<file path="src/rtl/ws2812_rx_apb.sv">
// ws2812_rx_apb: APB3 receiver for a pulse-width-encoded LED data stream.
// It measures the width of each high pulse on DIN and decodes it as a 0 or a 1.
// Decoded bits are packed into NUM_WORDS 24-bit words for software to read back.
// Optional feature macro: WS2812_RX_IRQ_EN adds the IRQ output and the CONTROL.irq_en bit.
module ws2812_rx_apb #(
  parameter int HI_THRESH   = 60,
  parameter int MIN_HIGH    = 8,
  parameter int IDLE_CYCLES = 500,
  parameter int NUM_WORDS   = 8
) (
  input  logic        PCLK,
  input  logic        PRESERN,
  input  logic        PSEL,
  input  logic        PENABLE,
  input  logic        PWRITE,
  input  logic [31:0] PADDR,
  input  logic [31:0] PWDATA,
  output logic [31:0] PRDATA,
  output logic        PREADY,
  output logic        PSLVERR,
  input  logic        DIN
`ifdef WS2812_RX_IRQ_EN
  ,
  output logic        IRQ
`endif
);

  localparam int        CAP    = NUM_WORDS * 24;
  localparam int        WIDX_W = (NUM_WORDS > 1) ? $clog2(NUM_WORDS) : 1;
  localparam logic [15:0] MIN_C  = 16'(MIN_HIGH);
  localparam logic [15:0] HI_C   = 16'(HI_THRESH);
  localparam logic [15:0] IDLE_C = 16'(IDLE_CYCLES);
  localparam logic [7:0]  CAP_C  = 8'(CAP);

  typedef enum logic [1:0] {S_IDLE, S_HIGH, S_LOW} state_t;

  state_t              state_q, state_d;
  logic [15:0]         cnt_q, cnt_d;
  logic [7:0]          bc_q, bc_d;
  logic [WIDX_W-1:0]   widx_q, widx_d;
  logic [4:0]          bidx_q, bidx_d;
  logic                fd_q, fd_d, ov_q, ov_d, gl_q, gl_d;
  logic                din_s1_q, din_s2_q, din_prev_q;
  logic                enable_q, irq_en;
  logic                bit_we, bit_val;
  logic [23:0]         words_q [NUM_WORDS];
  logic                wr_en, ctrl_wr, clr, rise, fall;
  logic                unused_bits;

  // The width counter saturates rather than wrapping, so a stuck-high line still reads as a 1.
  function automatic logic [15:0] sat_inc(input logic [15:0] v);
    return (v == 16'hFFFF) ? v : v + 16'd1;
  endfunction

  assign PREADY  = 1'b1;
  assign PSLVERR = 1'b0;
  assign wr_en   = PSEL & PENABLE & PWRITE;
  assign ctrl_wr = wr_en & (PADDR[5:2] == 4'h9);
  // clear acts on the commit edge itself and lasts exactly that one cycle
  assign clr     = ctrl_wr & PWDATA[1];
  assign rise    = din_s2_q & ~din_prev_q;
  assign fall    = ~din_s2_q & din_prev_q;
  assign unused_bits = ^{PADDR[31:6], PADDR[1:0], PWDATA[31:2]};

  // Two-flop synchronizer plus a registered copy of the synchronized line for edge detection
  always_ff @(posedge PCLK or negedge PRESERN) begin
    if (!PRESERN) begin
      din_s1_q   <= 1'b0;
      din_s2_q   <= 1'b0;
      din_prev_q <= 1'b0;
    end else begin
      din_s1_q   <= DIN;
      din_s2_q   <= din_s1_q;
      din_prev_q <= din_s2_q;
    end
  end

  // CONTROL register: enable (and irq_en when the IRQ feature is built)
  always_ff @(posedge PCLK or negedge PRESERN) begin
    if (!PRESERN) enable_q <= 1'b0;
    else if (ctrl_wr) enable_q <= PWDATA[0];
  end

`ifdef WS2812_RX_IRQ_EN
  logic irq_en_q, irq_q;
  assign irq_en = irq_en_q;
  assign IRQ    = irq_q;

  // irq_en bit and the IRQ flop; IRQ follows the next-state flags so it rises with frame_done
  always_ff @(posedge PCLK or negedge PRESERN) begin
    if (!PRESERN) begin
      irq_en_q <= 1'b0;
      irq_q    <= 1'b0;
    end else begin
      if (ctrl_wr) irq_en_q <= PWDATA[2];
      irq_q <= fd_d & (ctrl_wr ? PWDATA[2] : irq_en_q);
    end
  end
`else
  assign irq_en = 1'b0;
`endif

  // Receiver next state: pulse measurement, classification, packing pointers and flags
  always_comb begin
    state_d = state_q;
    cnt_d   = cnt_q;
    bc_d    = bc_q;
    widx_d  = widx_q;
    bidx_d  = bidx_q;
    fd_d    = fd_q;
    ov_d    = ov_q;
    gl_d    = gl_q;
    bit_we  = 1'b0;
    bit_val = 1'b0;
    if (clr) begin
      state_d = S_IDLE;
      cnt_d   = '0;
      bc_d    = '0;
      widx_d  = '0;
      bidx_d  = '0;
      fd_d    = 1'b0;
      ov_d    = 1'b0;
      gl_d    = 1'b0;
    end else if (!enable_q) begin
      state_d = S_IDLE;
      cnt_d   = '0;
    end else begin
      case (state_q)
        S_IDLE: begin
          cnt_d = '0;
          if (rise && !fd_q) begin
            state_d = S_HIGH;
            cnt_d   = 16'd1;
          end
        end
        S_HIGH: begin
          if (fall) begin
            state_d = S_LOW;
            cnt_d   = 16'd1;
            if (cnt_q < MIN_C) begin
              gl_d = 1'b1;
            end else if (bc_q == CAP_C) begin
              ov_d = 1'b1;
            end else begin
              bit_we  = 1'b1;
              bit_val = (cnt_q >= HI_C);
              bc_d    = bc_q + 8'd1;
              if (bidx_q == 5'd23) begin
                bidx_d = '0;
                widx_d = widx_q + 1'b1;
              end else begin
                bidx_d = bidx_q + 5'd1;
              end
            end
          end else begin
            cnt_d = sat_inc(cnt_q);
          end
        end
        S_LOW: begin
          if (rise) begin
            state_d = S_HIGH;
            cnt_d   = 16'd1;
          end else if (cnt_q >= IDLE_C) begin
            state_d = S_IDLE;
            cnt_d   = '0;
            if (bc_q != 8'd0) fd_d = 1'b1;
          end else begin
            cnt_d = sat_inc(cnt_q);
          end
        end
        default: state_d = S_IDLE;
      endcase
    end
  end

  // Receiver state registers
  always_ff @(posedge PCLK or negedge PRESERN) begin
    if (!PRESERN) begin
      state_q <= S_IDLE;
      cnt_q   <= '0;
      bc_q    <= '0;
      widx_q  <= '0;
      bidx_q  <= '0;
      fd_q    <= 1'b0;
      ov_q    <= 1'b0;
      gl_q    <= 1'b0;
    end else begin
      state_q <= state_d;
      cnt_q   <= cnt_d;
      bc_q    <= bc_d;
      widx_q  <= widx_d;
      bidx_q  <= bidx_d;
      fd_q    <= fd_d;
      ov_q    <= ov_d;
      gl_q    <= gl_d;
    end
  end

  // Word buffer: one decoded bit written per accepted pulse; survives clear
  always_ff @(posedge PCLK or negedge PRESERN) begin
    if (!PRESERN) begin
      for (int i = 0; i < NUM_WORDS; i++) words_q[i] <= '0;
    end else if (bit_we) begin
      words_q[widx_q][bidx_q] <= bit_val;
    end
  end

  // APB read mux, combinational from PADDR while a read is selected
  always_comb begin
    PRDATA = '0;
    if (PSEL && !PWRITE) begin
      for (int i = 0; i < NUM_WORDS; i++) begin
        if (i < 8 && PADDR[5:2] == 4'(i)) PRDATA = {8'h00, words_q[i]};
      end
      if (PADDR[5:2] == 4'h8) PRDATA = {16'h0000, bc_q, 5'b00000, gl_q, ov_q, fd_q};
      if (PADDR[5:2] == 4'h9) PRDATA = {29'h0, irq_en, 1'b0, enable_q};
    end
  end

endmodule

</file>
<file path="config.mk">
export PLATFORM = sky130hd
export DESIGN_NAME = ws2812_rx_apb
export DESIGN_NICKNAME = d
export VERILOG_FILES = /design/src/rtl/ws2812_rx_apb.sv
export SDC_FILE = /design/constraint.sdc
export NUM_CORES = 1
export LEC_CHECK = 0
export BUFFER_PORTS_ARGS = -buffer_cell sky130_fd_sc_hd__buf_2
export CAP_MARGIN = 20
export CORE_MARGIN = 5
export CORE_UTILIZATION = 35
export CTS_CLUSTER_SIZE = 12
export DETAILED_ROUTE_END_ITERATION = 8
export PLACE_DENSITY = 0.53
export SLEW_MARGIN = 40
export SYNTH_ARGS = -nofsm -noshare
export SYNTH_HDL_FRONTEND = slang
export SYNTH_SLANG_ARGS = --single-unit
</file>
<file path="constraint.sdc">
create_clock -name PCLK -period 6 [get_ports PCLK]
set_input_delay 0.3 -clock PCLK [delete_from_list [all_inputs] [get_ports PCLK]]
set_output_delay 0.3 -clock PCLK [all_outputs]
set_load 0.05 [all_outputs]
</file>
=== After elaboration in Yosys (flattened, before gate mapping) ===
Cells that the tools add are included.

* Input port bits: 70
* Register bits: 233
* Logic and storage cells: 165

* Add/subtract/negate cells: 4
* Reduce and logical (&&, ||, !) cells: 24
* Mux-type cells: 80
* Equal/unequal tests: 21
* Magnitude comparators: 7
* Bitwise logic cells: 9

{| class="wikitable"
|+ Operators with widths
! operator !! number
|-
| $mux W32 || 10
|-
| $bwmux W192 || 1
|-
| $mux W16 || 6
|-
| $demux W24 S3 || 1
|-
| $mux W24 || 2
|-
| $mux W8 || 6
|-
| $pmux W16 S3 || 1
|-
| $mux W5 || 7
|-
| $mux W1 || 31
|-
| $mux W3 || 7
|-
| $reduce_bool A2 Y1 || 9
|-
| $add A16 B1 Y16 const B || 1
|-
| $eq A16 B16 Y1 const B || 1
|-
| $eq A4 B3 Y1 const B || 4
|-
| $ge A16 B6 Y1 const B || 1
|-
| $ge A16 B9 Y1 const B || 1
|-
| $lt A16 B4 Y1 const B || 1
|-
| $reduce_and A5 Y1 || 3
|-
| $mux W2 || 6
|-
| $add A8 B1 Y8 const B || 1
|-
| $eq A4 B2 Y1 const B || 2
|-
| $eq A4 B4 Y1 const B || 2
|-
| $eq A8 B8 Y1 const B || 1
|-
| $ne A4 B4 Y1 const B || 2
|-
| 26 further kinds || 38
|}

=== Longest topological paths before layout ===
* Depth in word-level cells: 12
* Gate-level depth with buffers: 9

=== Worst setup path before layout ===
Ideal clock, no wire load.

* Path kind: in2out
* From: in PADDR[2]
* To: out PRDATA[8]
* Path buffers: 3
* Stages on the path: 7
* Data arrival time: 2.773 ns
* Setup slack: 2.927 ns
* Cell sequence: buf_2 -> buf_1 -> clkbuf_1 -> nor3_1 -> nor3_1 -> o2bb2ai_1 -> a21boi_0

* Longest elaborated chain between the ends: 12
* Elaborated cells on any way between the ends: 21
* Those cells by class: eq/ne (9); mux (11); reduce/logical (1)

{| class="wikitable"
|+ RTL lines
! item !! line !! source
|-
| start, declared || 16 || <nowiki>input logic [31:0] PADDR,</nowiki>
|-
| $logic_not A4 Y1 || 213 || <nowiki>if (i < 8 && PADDR[5:2] == 4'(i)) PRDATA = {8'h00, words_q[i]};</nowiki>
|-
| $mux W24 || 213 ||
|-
| $mux W32 (7 in series) || 213 ||
|-
| $mux W32 || 215 || <nowiki>if (PADDR[5:2] == 4'h8) PRDATA = {16'h0000, bc_q, 5'b00000, gl_q, ov_q, fd_q};</nowiki>
|-
| $mux W32 (*) || 216 || <nowiki>if (PADDR[5:2] == 4'h9) PRDATA = {29'h0, irq_en, 1'b0, enable_q};</nowiki>
|-
| $mux W32 (*) || 211 || <nowiki>if (PSEL && !PWRITE) begin</nowiki>
|-
| end, declared || 18 || <nowiki>output logic [31:0] PRDATA,</nowiki>
|}

Mark *: on every way between the ends. The rest lies on a longest branch, timed or not.

=== Final worst setup path ===
* From: in PADDR[4]
* To: out PRDATA[8]

Same word-level chain as after synthesis.

==> impl_metrics.yaml <==
outcome:
  status: "complete, no violations"
setup_path:
  cpMostUsedCell: "buf_2"
  cp-start-kind: "primary input"
  cp-startpoint: "PADDR[4]"
  reg2reg_depth: 9
  rr_endpoint: "words_q[50]$_DFFE_PN0P_"
  reg2reg_from: "state_q[1]$_DFFE_PN0P_"
  crit_fanout: 18
  arrival_ns: 3.08
  path_cells: "buf_2 -> buf_4 -> clkinv_1 -> nand2_1 -> nor3_1 -> a2111oi_0 -> a21boi_0 -> buf_2"
  critPathMaxStageDelay_ns: 0.50
  regToRegSetupSlack_ns: 2.66
  cp-end-kind: "output port"
  worstPathRequired_ns: 5.70
  crit_type: "primary input to output port"
  slowest_stage: "a2111oi_0"
  endpoint: "PRDATA[8]"
floorplanning:
  dieHeight_um: 200
  die_w_um: 200
  pin_count: 104
  core.rowCount: 69
  core_sq_mm: 0.0356
  die_area_sq_mm: 0.0399
  start_util_pct: 35.4
logic_synthesis:
  yosysWarnings: 0
  synth_top_area_share_pct: 46.3
  synth_area_leader_cell: "dfrtp_1"
  synth.area.top_cells: "dfrtp_1 46%, a31oi_1 19%, clkbuf_1 3.4%, mux2i_1 2.2%, a21oi_1 2.2%"
  syn-instance-count: 1310
  async_flop_share_pct: 100
  ys_types: 69
  syn_area_sq_mm: 0.0126
  synth_common_cells: "380 x a31oi_1, 233 x dfrtp_1, 115 x clkbuf_1"
  yosysSeqAreaShare_pct: 46.3
  yosys_register_bits: 233
  synth.most_common_cell: "a31oi_1"
  synthFlopType: "dfrtp_1"
  synth_edf_count: 0
  avgSynthCellArea_sq_um: 9.61
clocking:
  cts_inserted_buffers: 28
  post_cts_buffers: 0
  cts-resized-gates: 0
  cts_tree: "done"
  clockRootBuffer: "clkbuf_16"
  clock_path_buffers: 3
  clock-sinks: 233
  htreeDepth: 1
  clock_latency_ns: 0.55
  clkTransAtPathRegs_ns: 0.06
hold_path:
  min_path_type: "primary input to flip-flop"
global_routing:
  grt-ovfl-total: 0
  antenna_found_initial: 0
  grt_max_degree: 102
  grt_pass1_vias: 10601
  gr-usage-all-layers_pct: 20.8
  grt_pass1_wl_um: 65700
pwr:
  ir_drop_mv: 0.230
  cellLeakagePower_nw: 5.64
  p_per_area_mw_per_mm2: 270
finish:
  utilization_pct: 39.3
  final_nets: 1332
  fillers: 3523
  multiInputGateArea_sq_mm: 0.00602
  diodes: 0
  fin_cells: 1730
  syn_to_final_growth_pct: 11.1
  final-seq-area_sq_mm: 0.00583
  drive_gt1_share_pct: 14.7
timing:
  slew_headroom_pct: 41.7
  fin_skew_ns: 0.0169
  setup_viol: 0
  period_share_pct: 56.3
  timing_hold_violations_final: 0
  setup-tns-final_ns: 0
  worst_pin_slew_ns: 0.873
  final_max_slew_viol_count: 0
  post-route-min-period_ns: 3.38
  max_clock_freq_mhz: 296
  rsz0062_at_grt: "false"
routing:
  drt_iter0_markers: 1231
  vias: 11075
  routedWlPerCell_um: 24.4
  vias_per_cell: 6.40
  finalWirelength_um: 42300
  drtAntennaViolNets: 0
  post-route-drc-count: 0
  drt-pass1-iter-count: 6
place:
  dpl.cell_count: 1677
  dpl.hpwl_um: 24800
  gp_congestion: 0.836
  portBuffers: 35
flow_run:
  maxCapViolations: 0
-- registers in the layout, indices dropped and copies added, names as in the netlist, 2 cells and up --
name / flops
cnt_q: 16
bidx_q: 5
state_q: 2
words_q: 192
widx_q: 3
bc_q: 8
-- layout make-up --
cell class | instances | share of cell area, %
Multi-Input combinational cell | 904 | 43.0
Sequential cell | 233 | 41.7
Tap cell | 461 | 4.12
Clock inverter | 10 | 0.912
Timing Repair Buffer | 69 | 3.76
Inverter | 13 | 0.349
Clock buffer | 40 | 6.13
-- logic make-up after synthesis --
family | synth area share [%]
compound gates | 29.5
xor+xnor | 0.557
fa+ha+maj | 1.29
buf+inv | 6.92
flops | 46.3
mux | 3.93
other cells | 0.0597
simple gates | 11.5
-- worst min path at each step --
stage,from,to,slack [ns],cells past startpoint
final,PENABLE,enable_q$_DFFE_PN0P_,0.1,3
after CTS,PENABLE,enable_q$_DFFE_PN0P_,0.08,3
after global placement,PRESERN,din_s1_q$_DFF_PN0_,0.30,1
after global routing,PENABLE,enable_q$_DFFE_PN0P_,0.11,3
after floorplan,PRESERN,bc_q[0]$_DFFE_PN0P_,0.004,0
after detailed placement,PRESERN,din_s1_q$_DFF_PN0_,0.29,1
-- power breakdown --
part / total [mW] / internal (mW) / switching, mW / leakage, nW
clock network: 1.81 / 1.11 / 0.693 / 0.490
registers: 1.63 / 1.59 / 0.0355 / 3.17
logic: 0.344 / 0.0758 / 0.268 / 1.98
total: 3.77 / 2.78 / 0.997 / 5.64
-- cell usage in the layout (no fill, tap or decap), types with 9 or more instances in the layout --
cell	count
nor2_1	45
conb_1	10
mux4_2	9
and2_1	10
nor2b_1	11
dfrtp_1	233
clkbuf_8	9
nand2b_1	14
buf_2	34
ha_1	13
a221oi_1	12
nor4_1	10
buf_4	26
nand2_1	40
or3_1	10
a21oi_1	55
nor2_2	24
nor3_1	35
o21ai_0	26
nand3_1	19
inv_1	12
a22oi_1	13
a31oi_2	20
a31oi_1	380
nand4_1	9
clkbuf_16	29
mux2i_1	28
-- metal layers --
layer | routed length [um] | global-route usage [%] | vias to the layer above
li1 | - | - | 4999
met1 | 18200 | 29.7 | 5556
met2 | 19900 | 33.2 | 456
met3 | 3180 | 3.12 | 64
met4 | 1070 | 5.76 | 0
met5 | 0 | 0 | -
-- through the flow --
stage	worst slack, ns	instance area, sq um	hold WS, ns	total power, mW
floorplan	2.93	12600	0.00441	1.84
global placement	2.65	12800	0.296	1.98
detailed placement	2.68	13000	0.292	1.99
CTS	2.68	14000	0.0843	3.80
global route	2.45	14000	0.109	3.90
finish	2.62	14000	0.0991	3.77
-- critical path: cells and delay by family --
kind	cells	cell delay (ns)
AOI/OAI and AO/OA	2	0.87
buffers and inverters	4	1.35
and+or+nand+nor	2	0.52
-- timing repair --
action	in CTS	in global routing
endpoints found under the setup margin	0	0
hold buffers	3	0
endpoints found under the hold margin	65	0
Power figures use the tool's default switching activity.
